## src/rtl/register_bank_pkg.sv

```systemverilog
// rtl/register_bank_pkg.sv - shared pipeline constants for register file, decode and hazard logic
package register_bank_pkg;
    localparam int DATA_W   = 32;
    localparam int ADDR_W   = 5;
    localparam int NUM_REGS = 2 ** ADDR_W;
    localparam logic [ADDR_W-1:0] REG_ZERO = '0;

    typedef logic [DATA_W-1:0] reg_word_t;
    typedef logic [ADDR_W-1:0] reg_addr_t;
endpackage

```

## src/rtl/register_bank_if.sv

```systemverilog
// rtl/register_bank_if.sv - write-back write port and decode read ports of the register file
interface register_bank_if;
    import register_bank_pkg::*;

    logic      RegWrite;
    reg_addr_t wr_addr;
    reg_word_t wr_data;
    reg_addr_t rd_addr_a;
    reg_addr_t rd_addr_b;
    reg_word_t rd_data_a;
    reg_word_t rd_data_b;

    modport master (
        output RegWrite, wr_addr, wr_data, rd_addr_a, rd_addr_b,
        input  rd_data_a, rd_data_b
    );

    modport slave (
        input  RegWrite, wr_addr, wr_data, rd_addr_a, rd_addr_b,
        output rd_data_a, rd_data_b
    );
endinterface

```

## src/rtl/register_bank_read_port.sv

```systemverilog
// rtl/register_bank_read_port.sv - one asynchronous read port: index mux, r0 force, optional bypass
module regbank_read_port
    import register_bank_pkg::*;
#(
    parameter bit BYPASS_EN = 1'b0
) (
    input  logic      reset,
    input  reg_word_t regs [NUM_REGS],
    input  reg_addr_t rd_addr,
    input  logic      wr_en,
    input  reg_addr_t wr_addr,
    input  reg_word_t wr_data,
    output reg_word_t rd_data
);
    always_comb begin
        rd_data = regs[rd_addr];
        if (BYPASS_EN && wr_en && (wr_addr == rd_addr)) begin
            rd_data = wr_data;
        end
        // r0 and the reset window always read zero, even when the bypass matches
        if (reset || (rd_addr == REG_ZERO)) begin
            rd_data = '0;
        end
    end
endmodule

```

## src/rtl/register_bank.sv

```systemverilog
// rtl/register_bank.sv - 32x32 register file, one write / two read ports; REGBANK_BYPASS_EN enables write-to-read bypass
module register_bank
    import register_bank_pkg::*;
(
    input  logic            clk,
    input  logic            reset,
    register_bank_if.slave  bus
);
`ifdef REGBANK_BYPASS_EN
    localparam bit BYPASS_EN = 1'b1;
`else
    localparam bit BYPASS_EN = 1'b0;
`endif

    reg_word_t regs_q [NUM_REGS];
    reg_word_t regs_d [NUM_REGS];
    logic      wr_en;

    assign wr_en = bus.RegWrite && (bus.wr_addr != REG_ZERO);

    always_comb begin
        regs_d = regs_q;
        if (wr_en) begin
            regs_d[bus.wr_addr] = bus.wr_data;
        end
    end

    always_ff @(posedge clk or posedge reset) begin
        if (reset) begin
            for (int i = 0; i < NUM_REGS; i++) begin
                regs_q[i] <= '0;
            end
        end else begin
            regs_q <= regs_d;
        end
    end

    regbank_read_port #(.BYPASS_EN(BYPASS_EN)) u_port_a (
        .reset   (reset),
        .regs    (regs_q),
        .rd_addr (bus.rd_addr_a),
        .wr_en   (wr_en),
        .wr_addr (bus.wr_addr),
        .wr_data (bus.wr_data),
        .rd_data (bus.rd_data_a)
    );

    regbank_read_port #(.BYPASS_EN(BYPASS_EN)) u_port_b (
        .reset   (reset),
        .regs    (regs_q),
        .rd_addr (bus.rd_addr_b),
        .wr_en   (wr_en),
        .wr_addr (bus.wr_addr),
        .wr_data (bus.wr_data),
        .rd_data (bus.rd_data_b)
    );
endmodule
```

## src/flat_wrapper.sv

```systemverilog
// flat-port wrapper written by rule: the top's interface ports become plain ports
module register_bank_flat import register_bank_pkg::*;
  (clk, reset, bus_RegWrite, bus_wr_addr, bus_wr_data, bus_rd_addr_a, bus_rd_addr_b, bus_rd_data_a, bus_rd_data_b);
  register_bank_if bus_i ();
  input  logic clk;
  input  logic reset;
  input wire logic [$bits(bus_i.RegWrite)-1:0] bus_RegWrite;
  input wire logic [$bits(bus_i.wr_addr)-1:0] bus_wr_addr;
  input wire logic [$bits(bus_i.wr_data)-1:0] bus_wr_data;
  input wire logic [$bits(bus_i.rd_addr_a)-1:0] bus_rd_addr_a;
  input wire logic [$bits(bus_i.rd_addr_b)-1:0] bus_rd_addr_b;
  output wire logic [$bits(bus_i.rd_data_a)-1:0] bus_rd_data_a;
  output wire logic [$bits(bus_i.rd_data_b)-1:0] bus_rd_data_b;
  assign bus_i.RegWrite = bus_RegWrite;
  assign bus_i.wr_addr = bus_wr_addr;
  assign bus_i.wr_data = bus_wr_data;
  assign bus_i.rd_addr_a = bus_rd_addr_a;
  assign bus_i.rd_addr_b = bus_rd_addr_b;
  assign bus_rd_data_a = bus_i.rd_data_a;
  assign bus_rd_data_b = bus_i.rd_data_b;
  register_bank u_core (.clk(clk), .reset(reset), .bus(bus_i));
endmodule
```

## config.mk

```make
export PLATFORM = sky130hd
export DESIGN_NAME = register_bank_flat
export DESIGN_NICKNAME = d
export VERILOG_FILES = /design/src/rtl/register_bank_pkg.sv /design/src/rtl/register_bank_if.sv /design/src/rtl/register_bank_read_port.sv /design/src/rtl/register_bank.sv /design/src/flat_wrapper.sv
export SDC_FILE = /design/constraint.sdc
export NUM_CORES = 2
export LEC_CHECK = 0
export BUFFER_PORTS_ARGS = -buffer_cell sky130_fd_sc_hd__buf_2
export CORE_MARGIN = 1
export CORE_UTILIZATION = 48
export CTS_CLUSTER_DIAMETER = 120
export DETAILED_ROUTE_END_ITERATION = 10
export PLACE_DENSITY = 0.69
export SETUP_SLACK_MARGIN = 0.15
export SLEW_MARGIN = 15
export SYNTH_ARGS = -nofsm -noshare
export SYNTH_HDL_FRONTEND = slang
export SYNTH_HIERARCHICAL = 1
export SYNTH_SLANG_ARGS = --single-unit
```

## constraint.sdc

```tcl
create_clock -name clk -period 79.1 [get_ports clk]
set_clock_uncertainty 0.2 [all_clocks]
set_input_delay 7.91 -clock clk [delete_from_list [all_inputs] [get_ports clk]]
set_output_delay 7.91 -clock clk [all_outputs]
set_load 0.05 [all_outputs]
```

Yosys cells after proc, flatten, opt, wreduce, memory -nomap -nowiden --
Index checks and enable logic that the tools add are counted.
Storage, ports and cells: bits in registers 1024, latch bits 0, bits in writable memories 0, ROM bits 0, logic and storage cells 57, memories kept 0
Cells by class: add/sub/neg operators 0, multipliers 0, div/mod/pow operators 0, order comparisons 4, eq/ne operators 0, shift-type cells 0, muxes and demuxes 11, bitwise operators 3, reductions and logical operators 7
Operator list (count):
- $bwmux 1024 | 1
- $bmux 32 s5 | 2
- $mux 32 | 7
- $demux 32 s5 | 1
- $ge 6x6->1 const B | 3
- $not 5->6 | 3
- $logic_not 5->1 | 2
- $lt 6x1->1 const B | 1
- $reduce_bool 5->1 | 1
- $logic_and 1x1->1 | 2
- $logic_or 1x1->1 | 2

Longest topological paths before layout --
depth in word-level cells 6, mapped depth 8, mapped depth without buffers 4

Hierarchy --
Netlist, hierarchy kept.
By module, submodules not included:
- register_bank | instances 1, cells each 2291, area each 38071.5 µm², sequential area each 25624.6 µm²
- regbank_read_port | instances 2, cells each 836, area each 8428.1 µm², sequential area each 0.0 µm²

Worst setup path before layout --
No wires, ideal clock.
kind in2out, start input bus_rd_addr_a[1], end output bus_rd_data_a[0], arrival time 9.569 ns, slack 61.421 ns, stages on the path 7, path buffers 3, path through buf_6 -> buf_6 -> clkbuf_1 -> mux4_2 -> a22o_1 -> a31oi_1 -> nand4_1
On the way: longest elaborated chain between the ends 5, elaborated cells on any way between the ends 7, classes of those cells mux (4); bitwise (1); reduce/logical (2)
RTL lines:
- from (decl) | RTL line flat_wrapper.sv:10 | input wire logic [$bits(bus_i.rd_addr_a)-1:0] bus_rd_addr_a;
- $not 5->6 (not written as such) | RTL line register_bank_read_port.sv:16 | rd_data = regs[rd_addr];
- $bmux 32 s5 | RTL line register_bank_read_port.sv:16
- $mux 32 (not written as such) (2 in series) | RTL line register_bank_read_port.sv:16
- $mux 32 (*) | RTL line register_bank_read_port.sv:21 | if (reset || (rd_addr == REG_ZERO)) begin
- to (decl) | RTL line flat_wrapper.sv:12 | output wire logic [$bits(bus_i.rd_data_a)-1:0] bus_rd_data_a;
Mark *: on every way between the ends. The rest lies on a longest branch, timed or not. The select of a mux whose other input is x is not followed.

Worst setup path in the final report --
start input bus_rd_addr_b[1], end output bus_rd_data_b[26]
On the way: longest elaborated chain between the ends 5, elaborated cells on any way between the ends 7, classes of those cells mux (4); bitwise (1); reduce/logical (2)
RTL lines:
- from (decl) | RTL line flat_wrapper.sv:11 | input wire logic [$bits(bus_i.rd_addr_b)-1:0] bus_rd_addr_b;
- $not 5->6 (not written as such) | RTL line register_bank_read_port.sv:16
- $bmux 32 s5 | RTL line register_bank_read_port.sv:16
- $mux 32 (not written as such) (2 in series) | RTL line register_bank_read_port.sv:16
- $mux 32 (*) | RTL line register_bank_read_port.sv:21
- to (decl) | RTL line flat_wrapper.sv:13 | output wire logic [$bits(bus_i.rd_data_b)-1:0] bus_rd_data_b;
Marked as above.

==> report_table.html <==
<table>
<tr><th>Metric</th><th>Value</th></tr>
<tr><th colspan="2">Global route</th></tr>
<tr><td>Wire length of the first global-routing pass</td><td>between 200,000 and 300,000 um</td></tr>
<tr><td>Initial antenna violation count</td><td>21</td></tr>
<tr><td>Via count of the first global-routing pass</td><td>37,121</td></tr>
<tr><td>Maximum number of pins on one net before global-route repair</td><td>145</td></tr>
<tr><td>Grt ovf</td><td>0</td></tr>
<tr><td>GRT Overall Usage</td><td>29.97%</td></tr>
<tr><th colspan="2">Critical path</th></tr>
<tr><td>Largest driver fanout on the critical path</td><td>63</td></tr>
<tr><td>Critical path launch point type</td><td>input pin</td></tr>
<tr><td>Setup crit end kind</td><td>output pin</td></tr>
<tr><td>Required time at the endpoint of the critical path</td><td>between 70 and 80 ns</td></tr>
<tr><td>Data arrival time at the worst-slack endpoint</td><td>12.10 ns</td></tr>
<tr><td>Setup Crit Path Kind</td><td>in2out</td></tr>
<tr><th colspan="2">Placed design</th></tr>
<tr><td>Routability cong.</td><td>0.8358</td></tr>
<tr><td>Placed cell area</td><td>56,080 um2</td></tr>
<tr><td>Number of input and output port buffers inserted</td><td>113</td></tr>
<tr><td>HPWL reported at the end of detailed placement</td><td>98,650 um</td></tr>
<tr><th colspan="2">Routing</th></tr>
<tr><td>Routed wire per std cell</td><td>32.00 um</td></tr>
<tr><td>Antenna-violating nets left</td><td>0</td></tr>
<tr><td>First-pass DRT Iterations</td><td>6</td></tr>
<tr><td>Routed via count</td><td>36,861</td></tr>
<tr><td>Total routed wirelength</td><td>173,600 um</td></tr>
<tr><td>Remaining DRCs</td><td>0</td></tr>
<tr><td>Initial detailed-routing violation count</td><td>4,204</td></tr>
<tr><td>Routed via count divided by cell count</td><td>6.792</td></tr>
<tr><th colspan="2">Synthesis</th></tr>
<tr><td>Avg Cell Area, Syn</td><td>13.86 um2</td></tr>
<tr><td>Yosys warning total</td><td>6</td></tr>
<tr><td>Area of the mapped netlist</td><td>54,890 um2</td></tr>
<tr><td>Number of nets produced by synthesis</td><td>4,010</td></tr>
<tr><td>Number of instances in the synthesized netlist</td><td>3,960</td></tr>
<tr><th colspan="2">Finish</th></tr>
<tr><td>Final design area excluding fillers</td><td>59,680 um2</td></tr>
<tr><td>Synth-to-layout area growth</td><td>8.738%</td></tr>
<tr><td>Most common library cell in the layout ignoring fill and taps</td><td>sky130_fd_sc_hd__dfrtp_1</td></tr>
<tr><td>Register with the most flip-flops</td><td>u_core/regs_q</td></tr>
<tr><td>Most frequent cells in the layout</td><td>sky130_fd_sc_hd__dfrtp_1 (1,023), sky130_fd_sc_hd__mux2_2 (885), sky130_fd_sc_hd__mux2i_1 (514), sky130_fd_sc_hd__a22oi_1 (258), sky130_fd_sc_hd__mux4_2 (228)</td></tr>
<tr><td># nets final</td><td>3,882</td></tr>
<tr><td>Largest regs</td><td>u_core/regs_q (1023)</td></tr>
<tr><td>Share of layout cells above drive strength 1</td><td>39.98%</td></tr>
<tr><td>Flip-flop count of the largest register, all copies and words added</td><td>1,023</td></tr>
<tr><td>End-of-flow core utilization</td><td>approximately 53%</td></tr>
<tr><th colspan="2">Clock tree</th></tr>
<tr><td>Clock latency on the worst-skew pair</td><td>a little under 0.7 ns</td></tr>
<tr><td>Deepest clock path buffer count</td><td>3</td></tr>
<tr><td>Quantity of gates resized following cts</td><td>0</td></tr>
<tr><td>Clock tree from TritonCTS</td><td>yes</td></tr>
<tr><td>Buffer cell driving the clock tree root</td><td>sky130_fd_sc_hd__clkbuf_16</td></tr>
<tr><td>Clock transition at the registers of the reported paths</td><td>0.06 ns</td></tr>
<tr><td>Buffers inserted during post-CTS setup optimization</td><td>0</td></tr>
<tr><td>Number of sinks handled by clock tree synthesis</td><td>1,023</td></tr>
<tr><td>Hold buffers post-CTS</td><td>0</td></tr>
<tr><td>Number of H-tree levels</td><td>3</td></tr>
<tr><td>Inserted Clock Buffers</td><td>~110</td></tr>
<tr><th colspan="2">Run</th></tr>
<tr><td>Number of maximum-capacitance violations</td><td>0</td></tr>
<tr><th colspan="2">Floorplanning</th></tr>
<tr><td>Die span in y</td><td>340.2 um</td></tr>
<tr><td># IOs</td><td>114</td></tr>
<tr><td>Std-Cell Core Area</td><td>~110,000 um2</td></tr>
<tr><td>Effective utilization at floorplan</td><td>between 40% and 50%</td></tr>
<tr><td>Number of placement rows</td><td>123</td></tr>
<tr><td>Die extent in x</td><td>340.2 um</td></tr>
<tr><td>Die area</td><td>115,700 um2</td></tr>
<tr><th colspan="2">STA</th></tr>
<tr><td>Number of hold violations in the final report</td><td>0</td></tr>
<tr><td>Clock period minus worst slack</td><td>just over 20 ns</td></tr>
<tr><td>Max-slew violation count</td><td>0</td></tr>
<tr><td>Sum of negative setup slack</td><td>0 ns</td></tr>
<tr><td>Slew of the pin with the lowest slew margin</td><td>1.362 ns</td></tr>
<tr><td>Setup repair after global routing missed its margin</td><td>no</td></tr>
<tr><td>Period utilisation layout</td><td>25.54%</td></tr>
<tr><td># setup viols final</td><td>0</td></tr>
<tr><td>Final worst hold slack</td><td>0.1957 ns</td></tr>
<tr><td>Fmax</td><td>0.04949 GHz</td></tr>
<tr><td>Headroom to the max-slew limit</td><td>under 10%</td></tr>
<tr><th colspan="2">Power and ir drop</th></tr>
<tr><td>Peak supply drop</td><td>0.02309 mV</td></tr>
<tr><td>PwrDens</td><td>25.14 nW/um2</td></tr>
<tr><td>Leakage Power</td><td>roughly 27 nW</td></tr>
<tr><th colspan="2">Outcome</th></tr>
<tr><td>Run status</td><td>complete, no violations</td></tr>
<tr><th colspan="2">Hold path</th></tr>
<tr><td>Worst min path class</td><td>reg2reg</td></tr>
</table>
cell type report:
| type | instances | area [um2] |
|---|---|---|
| antenna | 13 | 32.53 |
| multi-input combinational | 2490 | 27250 |
| clock buffer | 163 | 3292 |
| sequential | 1023 | 25600 |
| tap | 1500 | 1877 |
| timing repair buffer | 208 | 1376 |
| fill | 9464 | 53280 |
| inverter | 1 | 11.26 |
| clock inverter | 29 | 249.0 |
stage by stage:
step / setup slack [ns] / instances / power, W
2_1_floorplan: 42.20 / 3960 / 0.0009196
3_3_place_gp: 59.02 / 5221 / 0.0009792
3_5_place_dp: 59.02 / 5221 / 0.0009927
4_1_cts: 59.02 / 5413 / 0.001502
5_1_grt: 58.84 / 5425 / 0.001561
6_report: 58.89 / 5427 / 0.001500
where the power goes:
group          switching [W]  internal (W)  total [W]  leakage, nW
sequential         0.0000716      0.000623   0.000695         13.1
clock               0.000215      0.000295   0.000510         1.77
combinational       0.000138      0.000157   0.000295         11.9
total               0.000425       0.00108    0.00150         26.8
routing by layer:
| metal | up-vias | share of wire, % | track usage (%) |
|---|---|---|---|
| met2 | 1869 | 45 | 45.37 |
| met4 | 14 | 4.1 | 12.73 |
| li1 | 14898 | - | - |
| met1 | 19672 | 41 | 42.26 |
| met5 | - | 0.043 | 1.348 |
| met3 | 408 | 9.1 | 5.597 |
worst paths after layout:
path | startpoint | end | slack (ns) | cells past startpoint
max reg2reg | u_core/regs_q[906] | u_core/regs_q[906] | 78.07 | 1
max | bus_rd_addr_b[1] | bus_rd_data_b[26] | 58.89 | 8
min | u_core/regs_q[1002] | u_core/regs_q[1002] | 0.20 | 0
max in group asynchronous | reset | u_core/regs_q[454] | 67.83 | 5
min in group asynchronous | reset | u_core/regs_q[119] | 7.54 | 2
min reg2reg | u_core/regs_q[1002] | u_core/regs_q[1002] | 0.20 | 0
critical path, cell delays in order:
cell and delay (ns):
sky130_fd_sc_hd__buf_8 0.47, sky130_fd_sc_hd__buf_4 0.75, sky130_fd_sc_hd__buf_4 0.92, sky130_fd_sc_hd__nor2_1 0.17
sky130_fd_sc_hd__nor2_2 0.82, sky130_fd_sc_hd__nand3_1 0.19, sky130_fd_sc_hd__nand4_1 0.35, sky130_fd_sc_hd__buf_2 0.34
(Power assumes the default switching activity.)
